## src/rtl/reg_hazard_pkg.sv

```systemverilog
// rtl/reg_hazard_pkg.sv - shared constants and tag-slot type for reg_hazard_unit
//
// Purpose : register-index constants, forward-select encodings, the tag-slot
//           record tracked through EX/MEM/WB, and the forward-priority helper.
// Ports   : none (package).
// Config  : REG_HAZARD_FORWARD_EN (consumed by reg_hazard_unit).
package reg_hazard_pkg;

   localparam int REG_IDX_W    = 6;
   localparam int MULDIV_CNT_W = 6;

   localparam logic [REG_IDX_W-1:0] HILO_REG = 6'd33;

   localparam logic [1:0] FWD_REGFILE = 2'd0;
   localparam logic [1:0] FWD_EXMEM   = 2'd1;
   localparam logic [1:0] FWD_MEMWB   = 2'd2;

   typedef struct packed {
      logic                 valid;
      logic [REG_IDX_W-1:0] wr;
      logic                 load;
   } tag_slot_t;

   localparam tag_slot_t TAG_BUBBLE = '{valid: 1'b0, wr: '0, load: 1'b0};

   // The younger producer (EX) holds the newest value, so it beats MEM.
   function automatic logic [1:0] fwd_select(input logic hit_ex, input logic hit_mem);
      if (hit_ex)
         return FWD_EXMEM;
      else if (hit_mem)
         return FWD_MEMWB;
      else
         return FWD_REGFILE;
   endfunction

endpackage

```

## src/rtl/reg_hazard_unit_tag_cmp.sv

```systemverilog
// rtl/reg_hazard_unit_tag_cmp.sv - two read indices against one in-flight tag slot
//
// Purpose : hazard_tag_cmp; reports whether each ID read index matches a slot.
//           Index 0 never matches, so a slot with wr==0 never matches either.
// Ports   : rr1, rr2    - ID read indices
//           slot_valid  - slot holds a real instruction
//           slot_wr     - slot destination index
//           hit1, hit2  - rr1 / rr2 match the slot
module hazard_tag_cmp
   import reg_hazard_pkg::*;
(
   input  logic [REG_IDX_W-1:0] rr1,
   input  logic [REG_IDX_W-1:0] rr2,
   input  logic                 slot_valid,
   input  logic [REG_IDX_W-1:0] slot_wr,
   output logic                 hit1,
   output logic                 hit2
);

   assign hit1 = slot_valid && (rr1 != '0) && (rr1 == slot_wr);
   assign hit2 = slot_valid && (rr2 != '0) && (rr2 == slot_wr);

endmodule

```

## src/rtl/reg_hazard_unit.sv

```systemverilog
// rtl/reg_hazard_unit.sv - ID-stage data-hazard scoreboard with stall and forward selects
//
// Purpose : tracks destination tags through EX/MEM/WB, raises load-use and
//           HI/LO-busy stalls, registers EX operand forward selects.
// Config  : REG_HAZARD_FORWARD_EN - when defined, EX/MEM and MEM/WB forwarding is
//           used; otherwise forward selects stay 0 and any EX/MEM match stalls.
// Params  : MULDIV_LAT   - cycles the HI/LO unit stays busy after a muldiv enters EX (1..63)
// Ports   : clk, rst     - clock, synchronous active-high reset
//           id_valid     - ID instruction is real
//           id_rr1/2     - ID read indices
//           id_wr        - ID write index (0 = none)
//           id_is_load   - ID instruction is a load
//           id_is_muldiv - ID instruction is MULTU/DIVU
//           flush        - kill ID, EX and MEM
//           stall        - hold IF/ID, bubble into EX (combinational)
//           ex_fwd_a/b   - registered operand source for the instruction in EX
//           muldiv_busy  - HI/LO unit counter non-zero
module reg_hazard_unit
   import reg_hazard_pkg::*;
#(
   parameter int MULDIV_LAT = 4
)(
   input  logic                 clk,
   input  logic                 rst,
   input  logic                 id_valid,
   input  logic [REG_IDX_W-1:0] id_rr1,
   input  logic [REG_IDX_W-1:0] id_rr2,
   input  logic [REG_IDX_W-1:0] id_wr,
   input  logic                 id_is_load,
   input  logic                 id_is_muldiv,
   input  logic                 flush,
   output logic                 stall,
   output logic [1:0]           ex_fwd_a,
   output logic [1:0]           ex_fwd_b,
   output logic                 muldiv_busy
);

   localparam logic [MULDIV_CNT_W-1:0] LAT_LOAD = MULDIV_CNT_W'(MULDIV_LAT);

   tag_slot_t                 ex_slot;
   tag_slot_t                 mem_slot;
   tag_slot_t                 wb_slot;
   logic [MULDIV_CNT_W-1:0]   muldiv_cnt;

   logic ex_hit1, ex_hit2, mem_hit1, mem_hit2;
   logic data_hazard, hilo_conflict, issue;

   hazard_tag_cmp u_cmp_ex (
      .rr1        (id_rr1),
      .rr2        (id_rr2),
      .slot_valid (ex_slot.valid),
      .slot_wr    (ex_slot.wr),
      .hit1       (ex_hit1),
      .hit2       (ex_hit2)
   );

   hazard_tag_cmp u_cmp_mem (
      .rr1        (id_rr1),
      .rr2        (id_rr2),
      .slot_valid (mem_slot.valid),
      .slot_wr    (mem_slot.wr),
      .hit1       (mem_hit1),
      .hit2       (mem_hit2)
   );

`ifdef REG_HAZARD_FORWARD_EN
   // Only a load in EX cannot be forwarded in time.
   assign data_hazard = (ex_hit1 || ex_hit2) && ex_slot.load;
`else
   // Without forwarding the consumer waits until the producer reaches WB.
   assign data_hazard = ex_hit1 || ex_hit2 || mem_hit1 || mem_hit2;
`endif

   assign muldiv_busy = (muldiv_cnt != '0);

   // A muldiv implicitly writes HI/LO, so it also waits for the unit.
   assign hilo_conflict = muldiv_busy &&
                          ((id_rr1 == HILO_REG) || (id_rr2 == HILO_REG) ||
                           (id_wr == HILO_REG) || id_is_muldiv);

   assign stall = id_valid && !flush && (data_hazard || hilo_conflict);
   assign issue = id_valid && !flush && !stall;

   always_ff @(posedge clk) begin
      if (rst) begin
         ex_slot  <= TAG_BUBBLE;
         mem_slot <= TAG_BUBBLE;
         wb_slot  <= TAG_BUBBLE;
      end else begin
         wb_slot  <= mem_slot;
         mem_slot <= flush ? TAG_BUBBLE : ex_slot;
         if (issue)
            ex_slot <= '{valid: 1'b1, wr: id_wr, load: id_is_load};
         else
            ex_slot <= TAG_BUBBLE;
      end
   end

   // Flush leaves the counter alone: a muldiv already in the unit still completes.
   always_ff @(posedge clk) begin
      if (rst)
         muldiv_cnt <= '0;
      else if (issue && id_is_muldiv)
         muldiv_cnt <= LAT_LOAD;
      else if (muldiv_cnt != '0)
         muldiv_cnt <= muldiv_cnt - 1'b1;
   end

`ifdef REG_HAZARD_FORWARD_EN
   always_ff @(posedge clk) begin
      if (rst || !issue) begin
         ex_fwd_a <= FWD_REGFILE;
         ex_fwd_b <= FWD_REGFILE;
      end else begin
         ex_fwd_a <= fwd_select(ex_hit1, mem_hit1);
         ex_fwd_b <= fwd_select(ex_hit2, mem_hit2);
      end
   end
`else
   assign ex_fwd_a = FWD_REGFILE;
   assign ex_fwd_b = FWD_REGFILE;
`endif

   // WB is tracked for pipeline bookkeeping but needs no compare: the regfile
   // writes before it is read. MEM's load flag likewise has no consumer.
   logic unused_tag_bits;
   assign unused_tag_bits = ^{wb_slot, mem_slot.load};

endmodule

```

## config.mk

```make
export PLATFORM = sky130hd
export DESIGN_NAME = reg_hazard_unit
export DESIGN_NICKNAME = d
export VERILOG_FILES = /design/src/rtl/reg_hazard_pkg.sv /design/src/rtl/reg_hazard_unit_tag_cmp.sv /design/src/rtl/reg_hazard_unit.sv
export SDC_FILE = /design/constraint.sdc
export NUM_CORES = 1
export LEC_CHECK = 0
export CAP_MARGIN = 0
export CORE_MARGIN = 3
export CORE_UTILIZATION = 54
export CTS_BUF_LIST = sky130_fd_sc_hd__clkbuf_8
export DETAILED_ROUTE_END_ITERATION = 10
export GPL_ROUTABILITY_DRIVEN = 0
export GPL_TIMING_DRIVEN = 0
export PLACE_DENSITY = 0.95
export SYNTH_ARGS = -nofsm -noshare
export SYNTH_HDL_FRONTEND = slang
export SYNTH_SLANG_ARGS = --single-unit
export TNS_END_PERCENT = 10
```

## constraint.sdc

```tcl
create_clock -name clk -period 3.8 [get_ports clk]
set_input_delay 1.14 -clock clk [delete_from_list [all_inputs] [get_ports clk]]
set_output_delay 1.14 -clock clk [all_outputs]
set_load 0.05 [all_outputs]
```

==> results of run 1 <==
cell usage after synthesis, drive strengths merged (2+ instances only):
cell type	number	area (um2)
a21oi	6	30.0
and3	2	12.5
xor2	11	96.3
and2	7	43.8
nor4	4	40.0
nand2	5	26.3
nand3	6	30.0
ha	2	25.0
xnor2	15	131
inv	6	22.5
nor4b	7	108
dfxtp	20	400
nor2	4	15.0
nand4	3	18.8
nor3	6	30.0
buf	7	42.5
sequential cells by signal (all words and copies together), names as in the netlist:
register / cells
ex_slot: 7
mem_slot: 7
muldiv_cnt: 6
stage by stage:
| step | setup TNS (ps) | cell area, um2 | util (%) |
|---|---|---|---|
| global route | 0 | 1530 | 76.5 |
| finish | 0 | 1530 | 76.5 |
| CTS | 0 | 1530 | 76.3 |
| detailed placement | -877 | 1460 | 72.8 |
| floorplan | 0 | 1180 | - |
| global placement | -868 | 1460 | 72.8 |
cells by family after synthesis:
kind of cell    share of synthesized area (%)
other cells                             0.320
fa+ha+maj                                2.13
buf+inv                                  5.55
simple gates                             30.1
xor+xnor                                 19.4
flops                                    34.2
compound gates                           8.32
layout make-up:
cell class	count	area, um2	share of cell area (%)
Tap cell	27	33.8	2.21
Timing Repair Buffer	26	236	15.4
Buffer	7	42.5	2.78
Multi-Input combinational cell	93	741	48.4
Sequential cell	20	400	26.1
Inverter	6	22.5	1.47
Clock buffer	4	55.1	3.59
layer usage:
metal	part of all wire (%)	track usage (%)
met2	51	39.9
met4	3.3	14.5
met5	0	0
met1	39	24.7
met3	7.2	3.99
what timing repair did:
| action | 4_1_cts | 5_1_grt |
|---|---|---|
| gates cloned | 0 | 0 |
| setup buffers | 2 | 0 |
| endpoints found under the setup margin | 1 | 1 |
| gates resized for setup | 16 | 10 |
| pin swaps | 4 | 4 |
| endpoints found under the hold margin | 0 | 0 |
worst paths after layout:
path / to / slack [ps] / startpoint
setup reg to reg: muldiv_cnt[0]$_SDFFE_PP0P_ / 1840 / muldiv_cnt[3]$_SDFFE_PP0P_
hold reg to reg: muldiv_cnt[5]$_SDFFE_PP0P_ / 510 / muldiv_cnt[5]$_SDFFE_PP0P_
setup / recovery: stall / 2 / id_rr1[0]
hold / removal: muldiv_cnt[5]$_SDFFE_PP0P_ / 510 / muldiv_cnt[5]$_SDFFE_PP0P_
tightest hold or removal path: cells and delay by family, from the launching register on:
kind / cells / cell delay [ps]
compound gates: 1 / 60
flops: 1 / 340
simple gates: 1 / 80
where the power goes:
part / switching (mW) / leakage (nW) / total (mW) / internal (mW)
registers: 0.0279 / 0.163 / 0.269 / 0.241
clock network: 0.0681 / 0.0288 / 0.160 / 0.0922
logic: 0.213 / 0.421 / 0.359 / 0.146
total: 0.309 / 0.613 / 0.789 / 0.480
==> impl_metrics.tcl, run 1 <==
set metrics [dict create \
    cp_slowest_cell "nor4_1" \
    whs_ps 513 \
    powerDensity_nw_per_um2 515 \
    path_cells "dlygate4sd2_1 > xor2_1 > nor4_1 > o2111ai_1 > a21boi_4 > a21oi_2 > buf_4" \
    cp.arrival_ps 2660 \
    grt_overflow_total 0 \
    die_w_um 52.6 \
    slowest_delay_ps 340 \
    synth_cell_types 34 \
    cts_max_level 1 \
    slew_viol_final 0 \
    clock_path_buffers 2 \
    layout_common_cells "20 x dfxtp_1, 15 x xnor2_1, 13 x clkdlybuf4s50_1, 11 x xor2_1" \
    drive_above_1_share_pct 18.6 \
    rsz0062_at_grt "false" \
    grt_max_degree 12 \
    io_pins 30 \
    setup_viol_count_final 0 \
    yosys_most_used_dff "dfxtp_1" \
    numPlacedInstances 177 \
    cts_tree "built" \
    max-vdd-ir-drop_mv 0.474 \
    clkTransAtPathRegs_ps 70 \
    tightest_slew_ps 665 \
    avgSynthCellArea_um2 9.53 \
    synthCells 123 \
    cp.depth 7 \
    finalNonFillerCells 183 \
    cts_made_buffers 3 \
    gr-usage-all-layers_pct 22.7 \
    dieArea_um2 2770 \
    diodes 0 \
    antenna_found_initial 0 \
    min_period_over_period_pct 99.9 \
    die_y_um 52.6 \
    wl_um 2860 \
    place_ws_ps -877 \
    antenna_left 0 \
    worstPathRequired_ps 2660 \
    core_area_um2 2000 \
    p_leak_nw 0.613 \
    n_fill_cell 133 \
    ys_ff_latch 20 \
    crit_path_start_kind "primary input" \
    period_needed_ps 3800 \
    vias 1015 \
    clock_sinks 20 \
    path_delay_family "buffers and inverters" \
    drc 0 \
    post_drt_wl_per_cell_um 15.6 \
    cp_max_fo 4 \
    synthToLayoutAreaGrowth_pct 30.6 \
    layout_setup_ws_ps 2.24 \
    clock.fmax_mhz 263 \
    dpl.hpwl_um 2140 \
    clk_latency_ps 260 \
    io_buffers 24 \
    yosysWarnings 0 \
    finalNetCount 183 \
    hold_buffers 0 \
    finalHoldViolCount 0 \
    min_path_cells 2 \
    start_util_pct 58.6 \
    finalPower_uw 789 \
    via_per_inst 5.55 \
    mostFrequentLayoutCell "dfxtp_1" \
    synth_seq_area_share_pct 34.2 \
    synth-edff-count 0 \
    relSlewSlack_pct 55.6 \
    status "completed" \
    critPathCaptureType "output pin" \
    synth-async-reset-ratio_pct 0 \
    path_buf_inv 2 \
    ff2ff_path_depth 8 \
    grt_pass1_vias 1031 \
    drt_iter0_drc 22 \
    hold_path.class "register to register" \
    syn-cell-area_um2 1170 \
    grt_pass1_wl_um 4490 \
    floorplan.rows 16 \
    first_pass_iters 4 \
    crit_type "primary input to output pin" \
    fin_skew_ps 2.32 \
    root_buffer "clkbuf_8" \
    cap_violations 0 \
]
Power figures use the tool's default switching activity.
==> inputs of run 2 (changes only) <==
--- a/config.mk
+++ b/config.mk
@@ -5,15 +5,14 @@
 export SDC_FILE = /design/constraint.sdc
 export NUM_CORES = 1
 export LEC_CHECK = 0
-export CAP_MARGIN = 0
+export CAP_MARGIN = 25
 export CORE_MARGIN = 3
-export CORE_UTILIZATION = 54
+export CORE_UTILIZATION = 45
 export CTS_BUF_LIST = sky130_fd_sc_hd__clkbuf_8
 export DETAILED_ROUTE_END_ITERATION = 10
 export GPL_ROUTABILITY_DRIVEN = 0
 export GPL_TIMING_DRIVEN = 0
-export PLACE_DENSITY = 0.95
+export PLACE_DENSITY = 0.84
 export SYNTH_ARGS = -nofsm -noshare
 export SYNTH_HDL_FRONTEND = slang
 export SYNTH_SLANG_ARGS = --single-unit
-export TNS_END_PERCENT = 10
==> run 2 against run 1 <==
Effect of this change:
- maximum frequency is 1.2% higher
- sequential share of layout area decreased by 1.0 points
- clock power is essentially flat
- critical path depth is the same
- non-clock buffer count grew 1
- register-to-register slack better by 80 ps
- clock skew is 0.98 ps higher
- critical path type unchanged
- largest power group unchanged
- highest routed layer unchanged
==> impl_metrics.tcl, run 2 (synthesized netlist as in run 1, its figures left out) <==
set metrics [dict create \
    status "completed" \
    drive_above_1_share_pct 19.7 \
    clkTransAtPathRegs_ps 70 \
    dpl.hpwl_um 2010 \
    worstHoldEndpoint "mem_slot[7]$_SDFF_PP0_" \
    fin_skew_ps 3.30 \
    via_per_inst 5.38 \
    r2r_end "muldiv_cnt[0]$_SDFFE_PP0P_" \
    layout_common_cells "20 x dfxtp_1, 15 x xnor2_1, 12 x clkdlybuf4s50_1, 11 x xor2_1" \
    period_needed_ps 3750 \
    p_leak_nw 0.634 \
    grt_pass1_wl_um 4380 \
    critPathCaptureType "output pin" \
    finalHoldViolCount 0 \
    min_period_over_period_pct 98.8 \
    setup_viol_count_final 0 \
    die_y_um 57.0 \
    cp_max_fo 3 \
    clock.fmax_mhz 266 \
    clock_sinks 20 \
    cts_max_level 1 \
    slowest_delay_ps 300 \
    dieArea_um2 3250 \
    cap_violations 0 \
    post_drt_wl_per_cell_um 14.8 \
    hp-start "ex_slot[7]$_SDFF_PP0_" \
    tightest_slew_ps 628 \
    gr-usage-all-layers_pct 17.2 \
    first_pass_iters 4 \
    numPlacedInstances 178 \
    rsz0062_at_grt "false" \
    drt_iter0_drc 17 \
    root_buffer "clkbuf_8" \
    p_seq_share_pct 34.3 \
    relSlewSlack_pct 58.1 \
    vias 996 \
    grt_overflow_total 0 \
    p_clk_share_pct 20.8 \
    reg2reg_slack_ps 1920 \
    reg_top3 "ex_slot x7, mem_slot x7, muldiv_cnt x6" \
    cts_tree "built" \
    place_area_um2 1460 \
    mostFrequentLayoutCell "dfxtp_1" \
    min_path_cells 1 \
    start_util_pct 50.1 \
    finalNetCount 184 \
    powerDensity_nw_per_um2 491 \
    clk_latency_ps 260 \
    clock_path_buffers 2 \
    die_w_um 57.0 \
    wl_um 2730 \
    synthToLayoutAreaGrowth_pct 36.0 \
    max-vdd-ir-drop_mv 0.358 \
    path_cells "clkdlybuf4s15_1 > xor2_1 > nor4_1 > nand3_1 > a2bb2oi_4 > a21oi_2 > buf_6" \
    grt_pass1_vias 957 \
    p_sw_uw 299 \
    ff2ff_path_depth 8 \
    antenna_found_initial 0 \
    slew_viol_final 0 \
    drc 0 \
    comb_power_share_pct 44.9 \
    finalNonFillerCells 185 \
    antenna_left 0 \
    place_ws_ps -872 \
    power.internal_uw 484 \
    cts_made_buffers 3 \
    io_pins 30 \
    floorplan.rows 17 \
    crit_type "primary input to output pin" \
    cp_slowest_cell "nor4_1" \
    worstReg2RegStart "muldiv_cnt[3]$_SDFFE_PP0P_" \
    io_buffers 24 \
    fin_area_um2 1590 \
    cp.arrival_ps 2610 \
    grt_max_degree 12 \
    worstPathRequired_ps 2660 \
    layout_setup_ws_ps 45.7 \
    core_area_um2 2340 \
    post-route-util_pct 68.1 \
    netSwitchingFraction_pct 38.2 \
    crit_path_start_kind "primary input" \
    hold_path.class "register to register" \
    diodes 0 \
    finalPower_uw 783 \
]
run 2: cell count changes in the layout (fill, tap and decap cells not counted), sizes merged:
cell           delta
clkdlybuf4s50     -1
dlymetal6s2s      +1
buf               +1
clkbuf            -3
clkdlybuf4s15     +4
dlygate4sd2       -1
run 2: power groups by stage:
stage	combinational [mW]	clock, mW	sequential [mW]
after floorplan	0.246	0	0.266
after global placement	0.318	0	0.270
after detailed placement	0.334	0	0.272
after CTS	0.344	0.162	0.267
after global routing	0.381	0.175	0.272
final	0.351	0.163	0.269
run 2: timing repair:
action,4_1_cts,5_1_grt
setup endpoints to repair,1,1
pin swaps,5,3
gates resized for setup,24,8
setup buffers,2,1
hold buffers,0,0
run 2: stage by stage:
| step | setup TNS (ps) | hold slack, ps |
|---|---|---|
| 2_1_floorplan | 0 | 452 |
| 3_3_place_gp | -899 | 491 |
| 3_5_place_dp | -872 | 490 |
| 4_1_cts | 0 | 502 |
| 5_1_grt | 0 | 524 |
| 6_report | 0 | 502 |
run 2: critical path: cells and delay by family:
| family | cells | cell delay, ps |
|---|---|---|
| AND/OR/NAND/NOR | 2 | 490 |
| buffers and inverters | 2 | 440 |
| AO/OA/AOI/OAI | 2 | 340 |
| XOR/XNOR | 1 | 200 |
run 2: worst max-delay path by stage:
| stage | slack (ps) | depth (start not counted) | startpoint | endpoint |
|---|---|---|---|---|
| after floorplan | 5 | 5 | id_rr1[3] | stall |
| after global placement | -900 | 7 | id_rr1[3] | stall |
| after detailed placement | -870 | 7 | id_rr1[3] | stall |
| after CTS | 1 | 7 | id_rr2[2] | stall |
| after global routing | 7 | 7 | id_rr1[3] | stall |
| final | 50 | 7 | id_rr1[3] | stall |
run 2: layer usage:
metal,track usage [%],vias up,wire length [um]
met5,0,-,0
met1,21.3,467,1220
li1,-,485,-
met2,29.0,37,1290
met3,3.39,7,149
met4,7.28,0,68
run 2: layout make-up:
cell class | instances | area, um2
inverter | 6 | 22.5
timing repair buffer | 27 | 269
fill | 183 | 746
buffer | 7 | 42.5
tap | 28 | 35.0
multi-input combinational | 93 | 769
sequential | 20 | 400
clock buffer | 4 | 55.1
